**config.mk**
```make
export PLATFORM = sky130hd
export DESIGN_NAME = dma_ctrl
export DESIGN_NICKNAME = d
export VERILOG_FILES = /design/src/rtl/dma_ctrl.sv
export SDC_FILE = /design/constraint.sdc
export NUM_CORES = 1
export LEC_CHECK = 0
export BUFFER_PORTS_ARGS = -buffer_cell sky130_fd_sc_hd__buf_2
export CORE_MARGIN = 2
export CORE_UTILIZATION = 41
export DETAILED_ROUTE_END_ITERATION = 16
export GPL_TIMING_DRIVEN = 0
export PLACE_DENSITY = 0.75
export SETUP_SLACK_MARGIN = 0.1
export SLEW_MARGIN = 20
export SYNTH_ARGS = -nofsm -noshare
export SYNTH_HDL_FRONTEND = slang
export SYNTH_SLANG_ARGS = --single-unit
```
**constraint.sdc**
```tcl
create_clock -name Clk -period 1.4 [get_ports Clk]
set_input_delay 0.21 -clock Clk [delete_from_list [all_inputs] [get_ports Clk]]
set_output_delay 0.21 -clock Clk [all_outputs]
set_load 0.03 [all_outputs]
```
**src/rtl/dma_ctrl.sv**
```systemverilog
// DMA engine on the CPU side of the serial link: stores received bytes into a RAM
// window (followed by a flag byte) and streams a RAM window out to the transmitter.
module dma_ctrl #(
  parameter logic [7:0] RX_BASE   = 8'h00,
  parameter int         RX_LEN    = 3,
  parameter logic [7:0] FLAG_ADDR = 8'h03,
  parameter logic [7:0] FLAG_VAL  = 8'hFF,
  parameter logic [7:0] TX_BASE   = 8'h04,
  parameter int         TX_LEN    = 2
) (
  input  logic       Clk,
  input  logic       Rst_n,
  input  logic [7:0] RX_Data,
  input  logic       RX_Valid,
  output logic       Data_Read,
  output logic [7:0] TX_Data,
  output logic       Valid_D,
  input  logic       TX_Rdy,
  output logic       DMA_Req,
  input  logic       DMA_Ack,
  input  logic       DMA_Tx_Start,
  output logic       DMA_Ready,
  output logic [7:0] RAM_Addr,
  output logic       RAM_Cs,
  output logic       RAM_Wen,
  output logic       RAM_Oen,
  output logic [7:0] DataOut,
  input  logic [7:0] DataIn
);

  localparam int RXW = $clog2(RX_LEN + 1);
  localparam int TXW = $clog2(TX_LEN + 1);
  localparam logic [RXW-1:0] RX_LAST = RXW'(RX_LEN - 1);
  localparam logic [TXW-1:0] TX_LAST = TXW'(TX_LEN - 1);

  localparam logic [3:0] IDLE     = 4'd0;
  localparam logic [3:0] RX_REQ   = 4'd1;
  localparam logic [3:0] RX_WRITE = 4'd2;
  localparam logic [3:0] RX_FLAG  = 4'd3;
  localparam logic [3:0] TX_READ  = 4'd4;
  localparam logic [3:0] TX_LATCH = 4'd5;
  localparam logic [3:0] TX_SEND  = 4'd6;
  localparam logic [3:0] TX_BUSY  = 4'd7;
  localparam logic [3:0] TX_DONE  = 4'd8;

  logic [3:0]     state_q, state_d;
  logic [RXW-1:0] rx_idx_q, rx_idx_d;
  logic [TXW-1:0] tx_idx_q, tx_idx_d;
  logic           tx_pend_q, tx_pend_d;
  logic [7:0]     tx_data_q, tx_data_d;
  logic           ready_q, ready_d;
  logic           valid_q, valid_d;

  always_ff @(posedge Clk or negedge Rst_n) begin
    if (!Rst_n) begin
      state_q   <= IDLE;
      rx_idx_q  <= '0;
      tx_idx_q  <= '0;
      tx_pend_q <= 1'b0;
      tx_data_q <= 8'h00;
      ready_q   <= 1'b1;
      valid_q   <= 1'b0;
    end else begin
      state_q   <= state_d;
      rx_idx_q  <= rx_idx_d;
      tx_idx_q  <= tx_idx_d;
      tx_pend_q <= tx_pend_d;
      tx_data_q <= tx_data_d;
      ready_q   <= ready_d;
      valid_q   <= valid_d;
    end
  end

  always_comb begin
    state_d   = state_q;
    rx_idx_d  = rx_idx_q;
    tx_idx_d  = tx_idx_q;
    tx_pend_d = tx_pend_q;
    tx_data_d = tx_data_q;
    ready_d   = ready_q;
    valid_d   = 1'b0;

    // Start requests arriving mid-job collapse into a single pending job.
    if (state_q != IDLE && DMA_Tx_Start) begin
      tx_pend_d = 1'b1;
    end

    case (state_q)
      IDLE: begin
        if (DMA_Tx_Start || tx_pend_q) begin
          state_d   = TX_READ;
          ready_d   = 1'b0;
          tx_pend_d = 1'b0;
        end else if (RX_Valid) begin
          state_d = RX_REQ;
        end
      end
      RX_REQ: begin
        if (DMA_Ack) begin
          state_d = RX_WRITE;
        end
      end
      RX_WRITE: begin
        if (rx_idx_q == RX_LAST) begin
          state_d = RX_FLAG;
        end else begin
          rx_idx_d = rx_idx_q + 1'b1;
          state_d  = IDLE;
        end
      end
      RX_FLAG: begin
        rx_idx_d = '0;
        state_d  = IDLE;
      end
      TX_READ: begin
        state_d = TX_LATCH;
      end
      TX_LATCH: begin
        tx_data_d = DataIn;
        state_d   = TX_SEND;
      end
      TX_SEND: begin
        // Valid_D is registered so it shows in the first TX_BUSY cycle only.
        if (TX_Rdy) begin
          valid_d = 1'b1;
          state_d = TX_BUSY;
        end
      end
      TX_BUSY: begin
        if (!TX_Rdy) begin
          if (tx_idx_q == TX_LAST) begin
            tx_idx_d = '0;
            state_d  = TX_DONE;
          end else begin
            tx_idx_d = tx_idx_q + 1'b1;
            state_d  = TX_READ;
          end
        end
      end
      TX_DONE: begin
        if (TX_Rdy) begin
          ready_d = 1'b1;
          state_d = IDLE;
        end
      end
      default: begin
        state_d = IDLE;
      end
    endcase
  end

  always_comb begin
    Data_Read = 1'b0;
    DMA_Req   = 1'b0;
    RAM_Addr  = 8'h00;
    RAM_Cs    = 1'b0;
    RAM_Wen   = 1'b0;
    RAM_Oen   = 1'b0;
    DataOut   = 8'h00;
    case (state_q)
      RX_REQ: begin
        DMA_Req = 1'b1;
      end
      RX_WRITE: begin
        DMA_Req   = 1'b1;
        RAM_Cs    = 1'b1;
        RAM_Wen   = 1'b1;
        RAM_Addr  = RX_BASE + 8'(rx_idx_q);
        DataOut   = RX_Data;
        Data_Read = 1'b1;
      end
      RX_FLAG: begin
        DMA_Req  = 1'b1;
        RAM_Cs   = 1'b1;
        RAM_Wen  = 1'b1;
        RAM_Addr = FLAG_ADDR;
        DataOut  = FLAG_VAL;
      end
      TX_READ, TX_LATCH: begin
        RAM_Cs   = 1'b1;
        RAM_Oen  = 1'b1;
        RAM_Addr = TX_BASE + 8'(tx_idx_q);
      end
      default: begin
      end
    endcase
  end

  assign TX_Data   = tx_data_q;
  assign Valid_D   = valid_q;
  assign DMA_Ready = ready_q;

endmodule

```
# [Word level (Yosys, flattened, before mapping)]
# Cells that the tools add are included.
[classes] n_addsub=3 eq_ne=17 mux=27 bitwise=1 reduce_logical=14
[op_table] operator="4-bit one-hot mux with 8 select lines" n=1
[op_table] operator="4-bit two-way mux" n=7
[op_table] operator="4-bit by 3-bit equality test with 1-bit output, second input constant" n=4
[op_table] operator="8-bit one-hot mux with 2 select lines" n=1
[op_table] operator="1-bit two-way mux" n=12
[op_table] operator="2-bit inequality test, second input constant" n=6
[op_table] operator="4-bit one-hot mux with 3 select lines" n=1
[op_table] operator="4-bit by 2-bit equality test with 1-bit output, second input constant" n=2
[op_table] operator="2-bit two-way mux" n=3
[op_table] operator="5-bit AND reduction" n=1
[op_table] operator="2-bit by 1-bit adder with 2-bit output, second input constant" n=2
[op_table] operator="3-bit by 2-bit adder with 4-bit output, first input constant" n=1
[op_table] operator="4-bit by 1-bit equality test with 1-bit output, second input constant" n=1
[op_table] operator="4-bit equality test, second input constant" n=1
[op_table] operator="4-bit zero test" n=1
[op_table] operator="2-bit one-hot mux with 2 select lines" n=1
[op_table] operator="2-bit AND reduction" n=2
[op_table] operator="2-bit nonzero test" n=2
[op_table] operator="4-bit nonzero test" n=1
[op_table] operator="2-bit OR reduction" n=2
[op_table] operator="4-bit OR reduction" n=1
[op_table] operator="3-bit inequality test, second input constant" n=1
[op_table] operator="3-bit AND reduction" n=1
[op_table] operator="3-bit OR reduction" n=1
[op_table] operator="6 further kinds" n=6
[word_totals] register_bits=19 inputBits=22 elab_cells=69

# [Logic depth before layout (Yosys ltp)]
[depth] ltp_word=5 mapped_depth=5 mapped_depth_nobuf=5

# [Worst setup path before layout]
# No wires, ideal clock.
[synth_path] path_kind="reg-to-reg" start="register state_q[0]" end="register rx_idx_q[1]" setup_ps=71 t_arrival_ps=1967 required_time_ps=1329 slack_ps=-638 path_stages_with_launch=4 path_buffers=1 period_less_slack_ps=2038 path_cell_list="dfrtp_1 buf_2 nor4b_1 a22o_1"
[synth_between] elab_chain_cells=3 word_cells_on_any_way=6 classes_between="eq/ne (3); mux (1); reduce/logical (2)"
[synth_lines] item="start, declared" line="46" source="logic [3:0] state_q, state_d;"
[synth_lines] item="start signal, assigned" line="64" source="state_q <= state_d;"
[synth_lines] item="4-bit by 2-bit equality test with 1-bit output" line="88" source="case (state_q)"
[synth_lines] item="2-bit inequality test (no source line) or 2-bit nonzero test (tied branches)"
[synth_lines] item="2-bit AND reduction (no source line)"
[synth_lines] item="end signal, assigned" line="65" source="rx_idx_q <= rx_idx_d;"
[synth_lines] item="end, declared" line="47" source="logic [RXW-1:0] rx_idx_q, rx_idx_d;"
# Parallel ways exist; a longest one is shown, timed or not.
# A chain may end at the register's enable or synchronous reset.

# [Final worst setup path]
[layout_path] start="register state_q[1]" end="output port DataOut[2]"
[layout_between] elab_chain_cells=2 word_cells_on_any_way=3 classes_between="eq/ne (2); mux (1)"
[layout_lines] item="4-bit by 2-bit equality test with 1-bit output" line="160" source="case (state_q)"
[layout_lines] item="8-bit one-hot mux with 2 select lines *" line="160"
[layout_lines] item="end, declared" line="27" source="output logic [7:0] DataOut,"
# Every way passes the cells marked *; elsewhere a longest branch is shown, timed or not.

==> impl_metrics.ini <==
[run_status]
status = finished, violations left
violations = setup timing

[die]
die_x_um = 55.4
die_y_um = 55.4
dieArea_um2 = 3070
coreArea_um2 = 2500
num_io_pins = 53
initial_core_util = 0.433
fp-row-count = 18

[drt]
drc_errors = 0
routedWlPerCell_um = 14.8
wl_mm = 3.16
ant_nets = 0
vias = 1154
firstDrtPassIters = 4
drtIter0Drc = 28
vias_per_cell = 5.39

[sta]
timing.final.crit_share = 1.22
fmaxAchievable_ghz = 0.584
maxSlewViolCount = 0
setup_ws_ns = -0.311
timing.final.crit_period_ns = 1.71
finClkSkew_ns = 0.0118
rsz0062_at_grt = yes
hold_ws_ns = 0.146
hold_violations = 0
finalSetupViolCount = 27

[hold_path]
hold_depth = 2
hold_path.class = input port to flop
min_to = TX_Data[1]
hold_path.startpoint = DataIn[1]

[yosys]
yosys_warnings = 0
ys.flop_type = dfrtp_1
synthTopCellsByCount = dfrtp_1 (18), nor2_1 (9), o21a_1 (9)
ys_ff_latch = 19
synth_edf_count = 0
yosysMostFrequentCell = dfrtp_1
yosysUniqueCellTypes = 35
ys_async_sr_fraction = 1.00
syn_area_per_cell_um2 = 9.66
yosysSeqAreaShare = 0.440
synth_cells = 112
ys_top_cells_by_area = dfrtp_1 (42%), mux2_2 (8.3%), o21a_1 (6.2%)
synth.top_cell.area_share = 0.416
yosys.area.top_type = dfrtp_1
synth_area_um2 = 1080

[power_and_ir_drop]
ir_drop_uv = 1560
p_int_mw = 2.49
p_per_area_nw_per_um2 = 2380
switching_share = 0.460
p_leak_nw = 0.873
pwr-share-seq = 0.210
p_switching_mw = 2.12
clkPwrFrac = 0.060
power_mw = 4.61
p_comb_frac = 0.730

[grt]
grt_max_degree = 20
antenna_found_initial = 0
grt_usage = 0.212
grt_overflow = 0
first_global_vias = 1094
grt_pass1_wl_mm = 5.17

[critical_path]
rr_startpoint = state_q[2]
timing.rr.end = TX_Data[3]
critical_path_buf_inv_count = 3
regToRegSetupSlack_ns = -0.21
cp_max_fo = 6
critPathMaxStageDelay_ns = 0.41
cp_common_cell = buf_6
worstSetupPathDepth = 5
worstPathArrival_ns = 1.50
crit_chain = buf_6, nor3b_4, buf_6, o21a_4, buf_6
crit_slowest_cell = dfrtp_1
critPathTopFamily = buffers and inverters
cp-end-kind = primary output
r2r_cells = 7
cp-start-kind = flop
path_class = flop to primary output
worstPathRequired_ns = 1.19

[cells_and_area]
final_layout_size_suffix_gt1_frac = 0.647
nets = 208
fillCellCount = 160
n_antenna_cell = 0
area_growth_pct = 78.8
fin_util = 0.774
multi_input_area_um2 = 742
design_area_um2 = 1940
regArea_um2 = 479

[clocking]
cts_tree = yes
cts_max_level = 1
clkLatencyLatePin_ns = 0.29
clk_pin_slew_ns = 0.11
clock_sinks = 19
clock_path_buffers = 2
root_buffer = clkbuf_4
cts_made_buffers = 3

[placement]
gp_congestion = 0.800
port_buffers = 46
post_dp_cell_area_um2 = 1530
pre_cts_ws_ns = -0.192
hpwl_mm = 2.02

[job]
max-cap-violations = 0
[cell type report]
cell class | count | area share
inverters | 4 | 0.00776
plain buffers | 14 | 0.0750
flip-flops and latches | 19 | 0.248
well taps | 30 | 0.0194
multi-input cells | 79 | 0.383
clock buffers | 4 | 0.0136
repair buffers | 64 | 0.253
[cell families (layout without fill, tap and decap cells)]
family / count (synthesis) / in the layout / share of synthesized area
compound gates: 31 / 31 / 0.194
buf+inv: 18 / 86 / 0.0902
fa+ha+maj: 1 / 1 / 0.0116
flops: 19 / 19 / 0.440
mux: 8 / 8 / 0.0832
xor+xnor: 2 / 2 / 0.0162
other cells: 1 / 5 / 0.00346
simple gates: 32 / 32 / 0.161
[repair_timing]
action | CTS | global route
buffers inserted | 8 | 9
resized for setup | 49 | 22
gates cloned | 1 | 0
hold endpoints to repair | 18 | 0
pin swaps | 5 | 12
hold buffers | 1 | 0
endpoints found under the setup margin | 32 | 32
[state kept, by name, summed over array words and instances (netlist names)]
name       flops
DMA_Ready      1
tx_idx_q       2
tx_pend_q      1
rx_idx_q       2
TX_Data        8
state_q        4
Valid_D        1
[per-stage QoR]
step                      instances  setup TNS [ns]
after global placement          192           -2.13
after CTS                       206           -5.12
after detailed placement        192           -2.43
final                           214           -5.99
after floorplan                 116         -0.0716
after global routing            214           -7.80
[worst max path at each step]
stage | slack (ns) | start | end
6_report | -0.31 | state_q[1] | DataOut[2]
5_1_grt | -0.38 | state_q[1] | DataOut[2]
4_1_cts | -0.26 | state_q[1] | DataOut[4]
3_5_place_dp | -0.19 | state_q[2] | RAM_Addr[1]
3_3_place_gp | -0.20 | state_q[2] | RAM_Addr[0]
2_1_floorplan | -0.01 | state_q[3] | TX_Data[1]
[cells in the final DEF (no fill, tap or decap), types with 2 or more instances in the layout]
cell and instances:
a22o_1 2, mux2_2 7, inv_1 4, nand3_1 2
clkbuf_1 2, a21oi_4 2, nor3_1 3, nor3_4 4
clkbuf_4 3, dfrtp_2 2, nand2_1 3, buf_6 23
conb_1 5, nor2_4 2, o21a_4 8, nor2_1 7
dfrtp_1 16, buf_4 21, a21oi_1 2, a21oi_2 2
buf_12 3, o21ai_0 2, o21ai_1 4, buf_2 29
[layer usage]
metal	GRT usage	vias to the layer above	share of wire
met5	0	-	0
met4	0.0906	0	0.016
met3	0.0492	6	0.078
met2	0.389	64	0.54
met1	0.228	552	0.36
li1	-	532	-
[power groups by stage]
stage	Sequential, mW	Combinational [mW]	Clock (mW)
2_1_floorplan	1.21	1.68	0
3_3_place_gp	0.956	2.40	0
3_5_place_dp	0.977	2.45	0
4_1_cts	0.951	3.09	0.283
5_1_grt	0.999	3.57	0.307
6_report	0.968	3.37	0.275
(Power assumes the default switching activity.)
